`src/rtl/conv2_pool_stage.sv`:
```
// conv2_pool_stage: 2x2/stride-2 max-pool over the conv-2 result buffer, one window at a time.
// Define CONV2_POOL_RELU_EN to clamp negative pooled values to zero before the write.
module conv2_pool_stage #(
  parameter int DATA_WIDTH         = 32,
  parameter int FRACTION_WIDTH     = 16,
  parameter int ADDR_WIDTH         = 16,
  parameter int CONV_RESULT_WIDTH  = 24,
  parameter int CONV_RESULT_HEIGHT = 24,
  parameter int CHANNEL_NUM        = 2,
  parameter int RD_LATENCY         = 2
) (
  input  logic                  clk,
  input  logic                  reset,
  input  logic                  run,
  output logic [ADDR_WIDTH-1:0] rd_addr,
  input  logic [DATA_WIDTH-1:0] rd_data,
  output logic                  wr_en,
  output logic [ADDR_WIDTH-1:0] wr_addr,
  output logic [DATA_WIDTH-1:0] wr_data,
  output logic [ADDR_WIDTH-1:0] channel_count,
  output logic                  busy,
  output logic                  done
);
  localparam int PW    = CONV_RESULT_WIDTH / 2;
  localparam int PH    = CONV_RESULT_HEIGHT / 2;
  localparam int PLANE = CONV_RESULT_WIDTH * CONV_RESULT_HEIGHT;
  localparam logic [ADDR_WIDTH-1:0] PC_LAST = ADDR_WIDTH'(PW - 1);
  localparam logic [ADDR_WIDTH-1:0] PR_LAST = ADDR_WIDTH'(PH - 1);
  localparam logic [ADDR_WIDTH-1:0] CH_LAST = ADDR_WIDTH'(CHANNEL_NUM - 1);

  if (FRACTION_WIDTH >= DATA_WIDTH || RD_LATENCY < 1) begin : g_bad_cfg
    $error("conv2_pool_stage: FRACTION_WIDTH must be < DATA_WIDTH and RD_LATENCY >= 1");
  end

  typedef enum logic [2:0] {
    S_IDLE  = 3'd0,
    S_FETCH = 3'd1,
    S_DRAIN = 3'd2,
    S_WRITE = 3'd3,
    S_DONE  = 3'd4
  } state_t;

  state_t                       state, state_nxt;
  logic [ADDR_WIDTH-1:0]        ch, pr, pc;
  logic [ADDR_WIDTH-1:0]        ch_n, pr_n, pc_n;
  logic [ADDR_WIDTH-1:0]        out_idx;
  logic [1:0]                   fidx, cap_cnt;
  logic [RD_LATENCY-1:0]        vld_pipe;
  logic signed [DATA_WIDTH-1:0] max_q, max_nxt;
  logic                         issue, cap, last_cap, last_win;

  // Buffer word address of sample k (k[1] = row offset, k[0] = column offset) of window (c,r,p).
  function automatic logic [ADDR_WIDTH-1:0] rd_index(input logic [ADDR_WIDTH-1:0] c,
                                                     input logic [ADDR_WIDTH-1:0] r,
                                                     input logic [ADDR_WIDTH-1:0] p,
                                                     input logic [1:0]            k);
    return ADDR_WIDTH'(32'(c) * 32'(PLANE)
                     + (32'(r) * 32'd2 + 32'(k[1])) * 32'(CONV_RESULT_WIDTH)
                     + 32'(p) * 32'd2 + 32'(k[0]));
  endfunction

  function automatic logic [DATA_WIDTH-1:0] activate(input logic signed [DATA_WIDTH-1:0] v);
`ifdef CONV2_POOL_RELU_EN
    return v[DATA_WIDTH-1] ? '0 : v;
`else
    return v;
`endif
  endfunction

  assign issue         = (state == S_FETCH);
  assign cap           = vld_pipe[RD_LATENCY-1];
  assign last_cap      = cap && (cap_cnt == 2'd3);
  assign last_win      = (ch == CH_LAST) && (pr == PR_LAST) && (pc == PC_LAST);
  assign channel_count = ch;

  // First sample of a window always loads; max is never seeded with zero.
  assign max_nxt = ((cap_cnt == 2'd0) || ($signed(rd_data) > max_q)) ? $signed(rd_data) : max_q;

  always_comb begin
    pc_n = pc + 1'b1;
    pr_n = pr;
    ch_n = ch;
    if (pc == PC_LAST) begin
      pc_n = '0;
      pr_n = pr + 1'b1;
      if (pr == PR_LAST) begin
        pr_n = '0;
        ch_n = ch + 1'b1;
      end
    end
  end

  always_comb begin
    state_nxt = state;
    case (state)
      S_IDLE:  if (run) state_nxt = S_FETCH;
      S_FETCH: if (fidx == 2'd3) state_nxt = S_DRAIN;
      S_DRAIN: if (last_cap) state_nxt = S_WRITE;
      S_WRITE: state_nxt = last_win ? S_DONE : S_FETCH;
      S_DONE:  state_nxt = S_IDLE;
      default: state_nxt = S_IDLE;
    endcase
  end

  always_ff @(posedge clk) begin
    if (!reset) begin
      state    <= S_IDLE;
      ch       <= '0;
      pr       <= '0;
      pc       <= '0;
      out_idx  <= '0;
      fidx     <= '0;
      cap_cnt  <= '0;
      vld_pipe <= '0;
      max_q    <= '0;
      rd_addr  <= '0;
      wr_en    <= 1'b0;
      wr_addr  <= '0;
      wr_data  <= '0;
      busy     <= 1'b0;
      done     <= 1'b0;
    end else begin
      state  <= state_nxt;
      wr_en  <= 1'b0;
      done   <= 1'b0;

      // Capture timing follows the issued-address tags, independent of FSM state.
      vld_pipe[0] <= issue;
      for (int i = 1; i < RD_LATENCY; i++) vld_pipe[i] <= vld_pipe[i-1];
      if (cap) begin
        max_q   <= max_nxt;
        cap_cnt <= cap_cnt + 1'b1;
      end

      case (state)
        S_IDLE: begin
          if (run) begin
            busy    <= 1'b1;
            ch      <= '0;
            pr      <= '0;
            pc      <= '0;
            out_idx <= '0;
            fidx    <= '0;
            cap_cnt <= '0;
            rd_addr <= rd_index('0, '0, '0, 2'd0);
          end
        end
        S_FETCH: begin
          fidx <= fidx + 1'b1;
          if (fidx != 2'd3) rd_addr <= rd_index(ch, pr, pc, fidx + 2'd1);
        end
        S_DRAIN: begin
          if (last_cap) begin
            wr_en   <= 1'b1;
            wr_addr <= out_idx;
            wr_data <= activate(max_nxt);
          end
        end
        S_WRITE: begin
          out_idx <= out_idx + 1'b1;
          if (last_win) begin
            done <= 1'b1;
            busy <= 1'b0;
          end else begin
            ch      <= ch_n;
            pr      <= pr_n;
            pc      <= pc_n;
            rd_addr <= rd_index(ch_n, pr_n, pc_n, 2'd0);
          end
        end
        default: ;
      endcase
    end
  end
endmodule

```
`config.mk`:
```
export PLATFORM = sky130hd
export DESIGN_NAME = conv2_pool_stage
export DESIGN_NICKNAME = d
export VERILOG_FILES = /design/src/rtl/conv2_pool_stage.sv
export SDC_FILE = /design/constraint.sdc
export NUM_CORES = 1
export LEC_CHECK = 0
export CAP_MARGIN = 20
export CELL_PAD_IN_SITES_DETAIL_PLACEMENT = 1
export CELL_PAD_IN_SITES_GLOBAL_PLACEMENT = 2
export CORE_ASPECT_RATIO = 0.6
export CORE_MARGIN = 4
export CORE_UTILIZATION = 31
export CTS_CLUSTER_SIZE = 25
export DETAILED_ROUTE_END_ITERATION = 10
export GPL_ROUTABILITY_DRIVEN = 0
export PLACE_DENSITY_LB_ADDON = 0.1
export SLEW_MARGIN = 20
export SYNTH_ARGS = -nofsm -noshare
export SYNTH_HDL_FRONTEND = slang
export SYNTH_SLANG_ARGS = --single-unit
```
`constraint.sdc`:
```
create_clock -name clk -period 8.65 [get_ports clk]
set_input_delay 0.865 -clock clk [delete_from_list [all_inputs] [get_ports clk]]
set_output_delay 0.865 -clock clk [all_outputs]
set_load 0.02 [all_outputs]
```
==> qor.yml, run 1 <==
floorplan:
  fp-row-count: 54
  io_pins: 118
  design.core.area_sq_mm: 0.0367
  floorplan.die_area_sq_mm: 0.0408
  die-height_um: 158
  floorplan.initialDensity_pct: 31.7
  chipWidth_um: 258
yosys:
  gate_count_post_synth: 1440
  synth.lib_cells_used.distinct: 61
  synth_enable_flop_cells: 0
  synth.yosys.seq_area_share_pct: 29.6
  synth.ff_latch_count: 172
  syn-cell-area_sq_mm: 0.0116
  ys_warn_count: 0
  postSynthNetCount: 1612
  ys_async_sr_fraction_pct: 0
  synth_top_flop_cell: "sky130_fd_sc_hd__dfxtp_1"
  synthesis.area_per_instance_sq_um: 8.08
routing:
  drc: 0
  route.layer.met1.wl_mm: 23.4
  route.vias.total: 10600
  topRoutingLayerUsed: "met4"
  via_per_inst: 5.19
  met3WireLength_mm: 2.42
  route.final.wire_length_mm: 41.3
  drt_pass1_iterations: 5
  dr_wl_met2_mm: 15.2
  detailedRoute.firstIterationViolations: 812
  average_routed_wire_per_standard_cell_um: 20.3
  drt.antenna.violating_nets: 0
critical_path:
  critPathLaunchType: "flop"
  worstSetupEndpointType: "flop"
  timing.setup.critical_path_class: "reg -> reg"
  worstPathArrival_ps: 7480
  required_ps: 9020
  critPathMaxFanout: 8
sta:
  final-hold-violation-count: 0
  fin_skew_ps: 13.9
  finalSetupViolations: 0
  postLayoutSetupSlackWorst_ps: 1540
  totalNegativeSetupSlack_ps: 0
  fmax_mhz: 141
  final.period_utilization_pct: 82.1
  rsz0062_at_grt: "false"
  crit_path_time_final_ps: 7110
  timing.final.max_slew_violations: 0
  max_slew_margin_pct: 32.5
  transition_time_of_the_tightest_slew_check_pin_ps: 1010
global_route:
  grt_antenna_before_repair: 0
  grt_first_pass_wirelength_mm: 63.6
  grt_start_max_net_pins: 80
  grt.total_usage_pct: 20.2
  globalRouteOverflowTotal: 0
  first_global_vias: 10400
power:
  power.density_mw_per_mm2: 127
  totalPowerFinal_mw: 1.77
  p_leak_nw: 5.64
  ir_worst_vdd_mv: 0.141
clock_network:
  cts_max_path_buffers: 2
  cts_setup_buffers: 0
  tritoncts.num_buffers: 17
  cts.hold.buffers_added: 0
  ctsHtreeMaxLevel: 4
  clk_latency_ps: 460
  cts_resized: 0
  cts.reportedPaths.clkPinSlew_ps: 80
  cts_tree: "built"
  clock_tree.root_cell: "sky130_fd_sc_hd__clkbuf_16"
  numClockSinks: 172
cells_and_area:
  fin_nets: 1692
  flow.area_growth_from_synthesis_pct: 19.8
  final_common_cell: "sky130_fd_sc_hd__dfxtp_1"
  layout-drive-gt1-share_pct: 4.63
  layout_common_cells: "sky130_fd_sc_hd__dfxtp_1, sky130_fd_sc_hd__nand2_1, sky130_fd_sc_hd__clkdlybuf4s50_1"
  final_core_util_pct: 38.0
placement:
  port_buffers: 117
  dpl.hpwl_mm: 30.8
  place_worst_setup_slack_ps: 1720
status:
  status: "finished, final reports clean"
run:
  maxCapViolations: 0
worst_hold_path:
  min-delay-path-class: "reg -> reg"
-- per-layer routing --
metal  up-vias  track usage [%]
li1       5206                -
met1      5145             33.0
met2       215             25.9
met3        19             4.51
met4         0             4.13
met5         -                0
-- critical path, cell delays in order (launching register included) --
cell and delay [ps]:
sky130_fd_sc_hd__dfxtp_1 420, sky130_fd_sc_hd__ha_1 300, sky130_fd_sc_hd__nor4b_1 450, sky130_fd_sc_hd__nand4_1 310, sky130_fd_sc_hd__nor2_1 610, sky130_fd_sc_hd__nand2_1 300, sky130_fd_sc_hd__nor2_1 390, sky130_fd_sc_hd__nand3_1 150
sky130_fd_sc_hd__xnor2_1 300, sky130_fd_sc_hd__ha_1 340, sky130_fd_sc_hd__fa_1 550, sky130_fd_sc_hd__inv_1 80, sky130_fd_sc_hd__fa_1 510, sky130_fd_sc_hd__inv_1 40, sky130_fd_sc_hd__ha_1 320, sky130_fd_sc_hd__or2_2 320
sky130_fd_sc_hd__a21oi_1 160, sky130_fd_sc_hd__a31oi_1 100, sky130_fd_sc_hd__a31o_2 310, sky130_fd_sc_hd__or4_1 530, sky130_fd_sc_hd__a41oi_2 210, sky130_fd_sc_hd__a211oi_2 70, sky130_fd_sc_hd__a211oi_2 240
-- state kept, by name (all words and copies together), names as in the netlist --
| signal | flops |
|---|---|
| wr_en | 1 |
| rd_addr | 16 |
| fidx | 2 |
| out_idx | 16 |
| pc | 16 |
| vld_pipe | 2 |
| channel_count | 16 |
| wr_data | 32 |
| busy | 1 |
| max_q | 32 |
| wr_addr | 16 |
| state | 3 |
| pr | 16 |
| cap_cnt | 2 |
| done | 1 |
-- kinds of logic after synthesis --
family                     share of synthesized area (%)
AOI/OAI and AO/OA                                   17.5
buffers and inverters                               5.62
adders and majority gates                           16.3
muxes                                               3.45
DFF                                                 29.6
xor gates and xnor gates                            6.82
and+or+nand+nor                                     20.7
-- report_power, final --
part / total, mW / switching (mW) / internal (mW)
logic: 0.134 / 0.0858 / 0.0480
registers: 0.802 / 0.00461 / 0.798
clock network: 0.832 / 0.413 / 0.418
total: 1.77 / 0.504 / 1.26
-- area by class of cell --
class	instances	area (sq um)
well taps	504	631
inverters	101	379
diodes	1	2.50
flip-flops and latches	172	3440
clock inverters	15	189
multi-input cells	1096	7580
clock buffers	17	425
fillers	4359	22800
repair buffers	132	1280
-- stage by stage --
stage / hold WS, ps / instances / cell area, sq um
floorplan: 412 / 1440 / 11600
global placement: 429 / 2005 / 13300
detailed placement: 440 / 2005 / 13300
CTS: 457 / 2037 / 13900
global route: 475 / 2037 / 13900
finish: 456 / 2038 / 13900
-- final timing paths --
kind | start | end | slack (ps) | cells past startpoint
setup / recovery | pc[0]$_SDFFE_PN0P_ | rd_addr[15]$_SDFFE_PN0P_ | 1540 | 22
hold reg to reg | wr_addr[15]$_SDFFE_PN0P_ | wr_addr[15]$_SDFFE_PN0P_ | 460 | 2
hold / removal | wr_addr[15]$_SDFFE_PN0P_ | wr_addr[15]$_SDFFE_PN0P_ | 460 | 2
setup reg to reg | pc[0]$_SDFFE_PN0P_ | rd_addr[15]$_SDFFE_PN0P_ | 1540 | 22
-- Yosys cell counts (all sizes together) (9+ instances only) --
cell    number  area (sq um)
nand2      157           589
xor2        32           280
or4          9          75.1
nand3       52           260
a22oi       21           158
and3        18           113
nor2       107           402
nor2b        9          56.3
xnor2       56           490
or3         45           282
ha         113          1410
inv        101           379
nor3        21           110
dfxtp      172          3440
and2        16           100
nand4       18           113
mux2i       39           390
a31oi       37           231
a21o        25           188
clkbuf      63           236
fa          24           480
a211oi       9          77.6
o21ai      108           541
nor4        15           130
a21oi       96           488
Power figures use the tool's default switching activity.
==> run 2: changes to the inputs <==
==> constraint.sdc (replaced) <==
create_clock -name clk -period 7.42 [get_ports clk]
set_input_delay 0.742 -clock clk [delete_from_list [all_inputs] [get_ports clk]]
set_output_delay 0.742 -clock clk [all_outputs]
set_load 0.02 [all_outputs]
==> run 2 against run 1 <==
  * Via count about the same
  * Cell area about the same
  * Critical path depth down 2
  * Clock power up 12%
==> qor.yml, run 2 (synthesized netlist as in run 1, its figures left out) <==
status:
  status: "finished, final reports clean"
power:
  pwr-share-comb_pct: 7.7
  share_clk_of_total_power_pct: 46.0
  psw_mw: 0.553
  internal_power_mw: 1.47
  seqPwrFrac_pct: 46.2
  ir_worst_vdd_mv: 0.185
  totalPowerFinal_mw: 2.02
  power.switching_fraction_pct: 27.3
  power.density_mw_per_mm2: 145
  p_leak_nw: 5.66
clock_network:
  cts_setup_buffers: 0
  tritoncts.num_buffers: 17
  cts_tree: "built"
  numClockSinks: 172
  clock_tree.root_cell: "sky130_fd_sc_hd__clkbuf_16"
  ctsHtreeMaxLevel: 4
  cts_max_path_buffers: 2
  cts.reportedPaths.clkPinSlew_ps: 70
  clk_latency_ps: 460
cells_and_area:
  final_core_util_pct: 38.0
  top_regs: "max_q: 32 flops, wr_data: 32 flops"
  area_used_by_multi_input_combinational_logic_sq_mm: 0.00758
  num-fill-cells: 4349
  seq_cell_area_sq_mm: 0.00344
  final_common_cell: "sky130_fd_sc_hd__dfxtp_1"
  antenna_cells_inserted: 0
  layout_common_cells: "sky130_fd_sc_hd__dfxtp_1, sky130_fd_sc_hd__nand2_1, sky130_fd_sc_hd__clkdlybuf4s50_1"
  layout-drive-gt1-share_pct: 5.14
  flow.area_growth_from_synthesis_pct: 19.9
  fin_nets: 1697
critical_path:
  reg2reg_depth: 20
  launch_point_of_the_worst_reg_to_reg_path: "pc[11]$_SDFFE_PN0P_"
  worstSetupEndpointType: "flop"
  timing.critical_path.cells: "or4_4 > nor4_1 > and3_1 > nor2_1 > a21oi_1 > ha_1 > ha_1 > fa_1 > a21o_1 > a21oi_1 > xor2_1 > fa_1 > inv_1 > ha_1 > a21o_1 > a31o_2 > or4_1 > a41oi_2 > a211oi_2 > a211oi_2"
  worstPathArrival_ps: 7280
  timing.setup.critical_path_class: "reg -> reg"
  critPathMostFrequentCell: "sky130_fd_sc_hd__ha_1"
  reg2reg_setup_slack_ps: 510
  worstReg2RegEnd: "rd_addr[15]$_SDFFE_PN0P_"
  setup.worst_path.end: "rd_addr[15]$_SDFFE_PN0P_"
  critPathLaunchType: "flop"
  critPathMaxFanout: 7
  cp_slowest_stage_delay_ps: 730
  required_ps: 7790
  critPathLaunch: "pc[11]$_SDFFE_PN0P_"
  critical_path.slowest_cell: "sky130_fd_sc_hd__nor4_1"
floorplan:
  die-height_um: 158
  chipWidth_um: 258
  design.core.area_sq_mm: 0.0367
  floorplan.initialDensity_pct: 31.7
  io_pins: 118
  floorplan.die_area_sq_mm: 0.0408
  fp-row-count: 54
sta:
  max_slew_margin_pct: 35.8
  final-hold-violation-count: 0
  fin_skew_ps: 15.2
  crit_path_time_final_ps: 6910
  timing.final.max_slew_violations: 0
  transition_time_of_the_tightest_slew_check_pin_ps: 960
  rsz0062_at_grt: "false"
  final.period_utilization_pct: 93.1
  fmax_mhz: 145
  totalNegativeSetupSlack_ps: 0
  finalSetupViolations: 0
  fin_hold_ws_ps: 445
global_route:
  use_met2_pct: 26.8
  grt.total_usage_pct: 20.2
  grt.busiest_layer: "met1"
  grt_first_pass_wirelength_mm: 64.0
  global_route.usage.met1_pct: 32.8
  first_global_vias: 10500
  grt_antenna_before_repair: 2
  globalRouteOverflowTotal: 0
  grt.met3_usage_pct: 4.64
  grt_start_max_net_pins: 80
routing:
  drc: 0
  route.final.wire_length_mm: 41.3
  drt.antenna.violating_nets: 0
  route.vias.total: 10600
  via_per_inst: 5.18
  average_routed_wire_per_standard_cell_um: 20.2
  detailedRoute.firstIterationViolations: 648
  drt_pass1_iterations: 5
worst_hold_path:
  min-delay-path-class: "reg -> reg"
placement:
  dpl.hpwl_mm: 31.3
  port_buffers: 117
run:
  maxCapViolations: 0
-- run 2: repair_timing --
item / in CTS / in global routing
endpoints found under the setup margin: 0 / 1
hold buffers: 0 / 0
resized for setup: 0 / 1
-- run 2: area by class of cell --
cell class | count | share of cell area (%)
clock inverters | 14 | 1.09
well taps | 504 | 4.52
inverters | 101 | 2.72
multi-input cells | 1096 | 54.4
flip-flops and latches | 172 | 24.7
clock buffers | 18 | 3.15
repair buffers | 137 | 9.46
-- run 2: power groups by stage --
stage	Sequential (mW)	Combinational [mW]	Clock [mW]
floorplan	0.956	0.0904	0
global route	0.937	0.177	1.00
finish	0.936	0.157	0.932
global placement	0.957	0.157	0
CTS	0.936	0.159	0.966
detailed placement	0.957	0.159	0
-- run 2: how the worst min path moves through the flow --
stage,to,startpoint,cells after the start
final,vld_pipe[1]$_SDFF_PN0_,vld_pipe[0]$_SDFF_PN0_,1
after global routing,max_q[3]$_SDFFE_PN0P_,max_q[3]$_SDFFE_PN0P_,2
after CTS,vld_pipe[1]$_SDFF_PN0_,vld_pipe[0]$_SDFF_PN0_,1
after detailed placement,vld_pipe[1]$_SDFF_PN0_,vld_pipe[0]$_SDFF_PN0_,1
after global placement,vld_pipe[1]$_SDFF_PN0_,vld_pipe[0]$_SDFF_PN0_,1
after floorplan,vld_pipe[1]$_SDFF_PN0_,vld_pipe[0]$_SDFF_PN0_,1
-- run 2: critical path: cells and delay by family, from the launching register on --
kind / cells / cell delay (ps)
compound gates: 8 / 1920
xor+xnor: 1 / 350
flops: 1 / 380
buf+inv: 1 / 80
fa+ha+maj: 5 / 1780
simple gates: 5 / 2330
-- run 2: metal layers --
layer  vias up  wire length, um
met5         -               12
met4         2              228
li1       5219                -
met3        20             2380
met1      5156            23200
met2       189            15500
-- run 2: stage by stage --
| step | instance area [sq um] | worst slack (ps) | instances |
|---|---|---|---|
| 2_1_floorplan | 11600 | 1420 | 1440 |
| 3_3_place_gp | 13300 | 719 | 2010 |
| 3_5_place_dp | 13300 | 487 | 2010 |
| 4_1_cts | 13900 | 431 | 2042 |
| 5_1_grt | 13900 | 138 | 2042 |
| 6_report | 13900 | 508 | 2042 |
==> run 3: changes to the inputs <==
--- a/config.mk
+++ b/config.mk
@@ -19,3 +19,4 @@
 export SYNTH_ARGS = -nofsm -noshare
 export SYNTH_HDL_FRONTEND = slang
 export SYNTH_SLANG_ARGS = --single-unit
+export TNS_END_PERCENT = 1
==> results of run 3 <==
The final DEF is identical to that of run 2; final timing and power are the same.
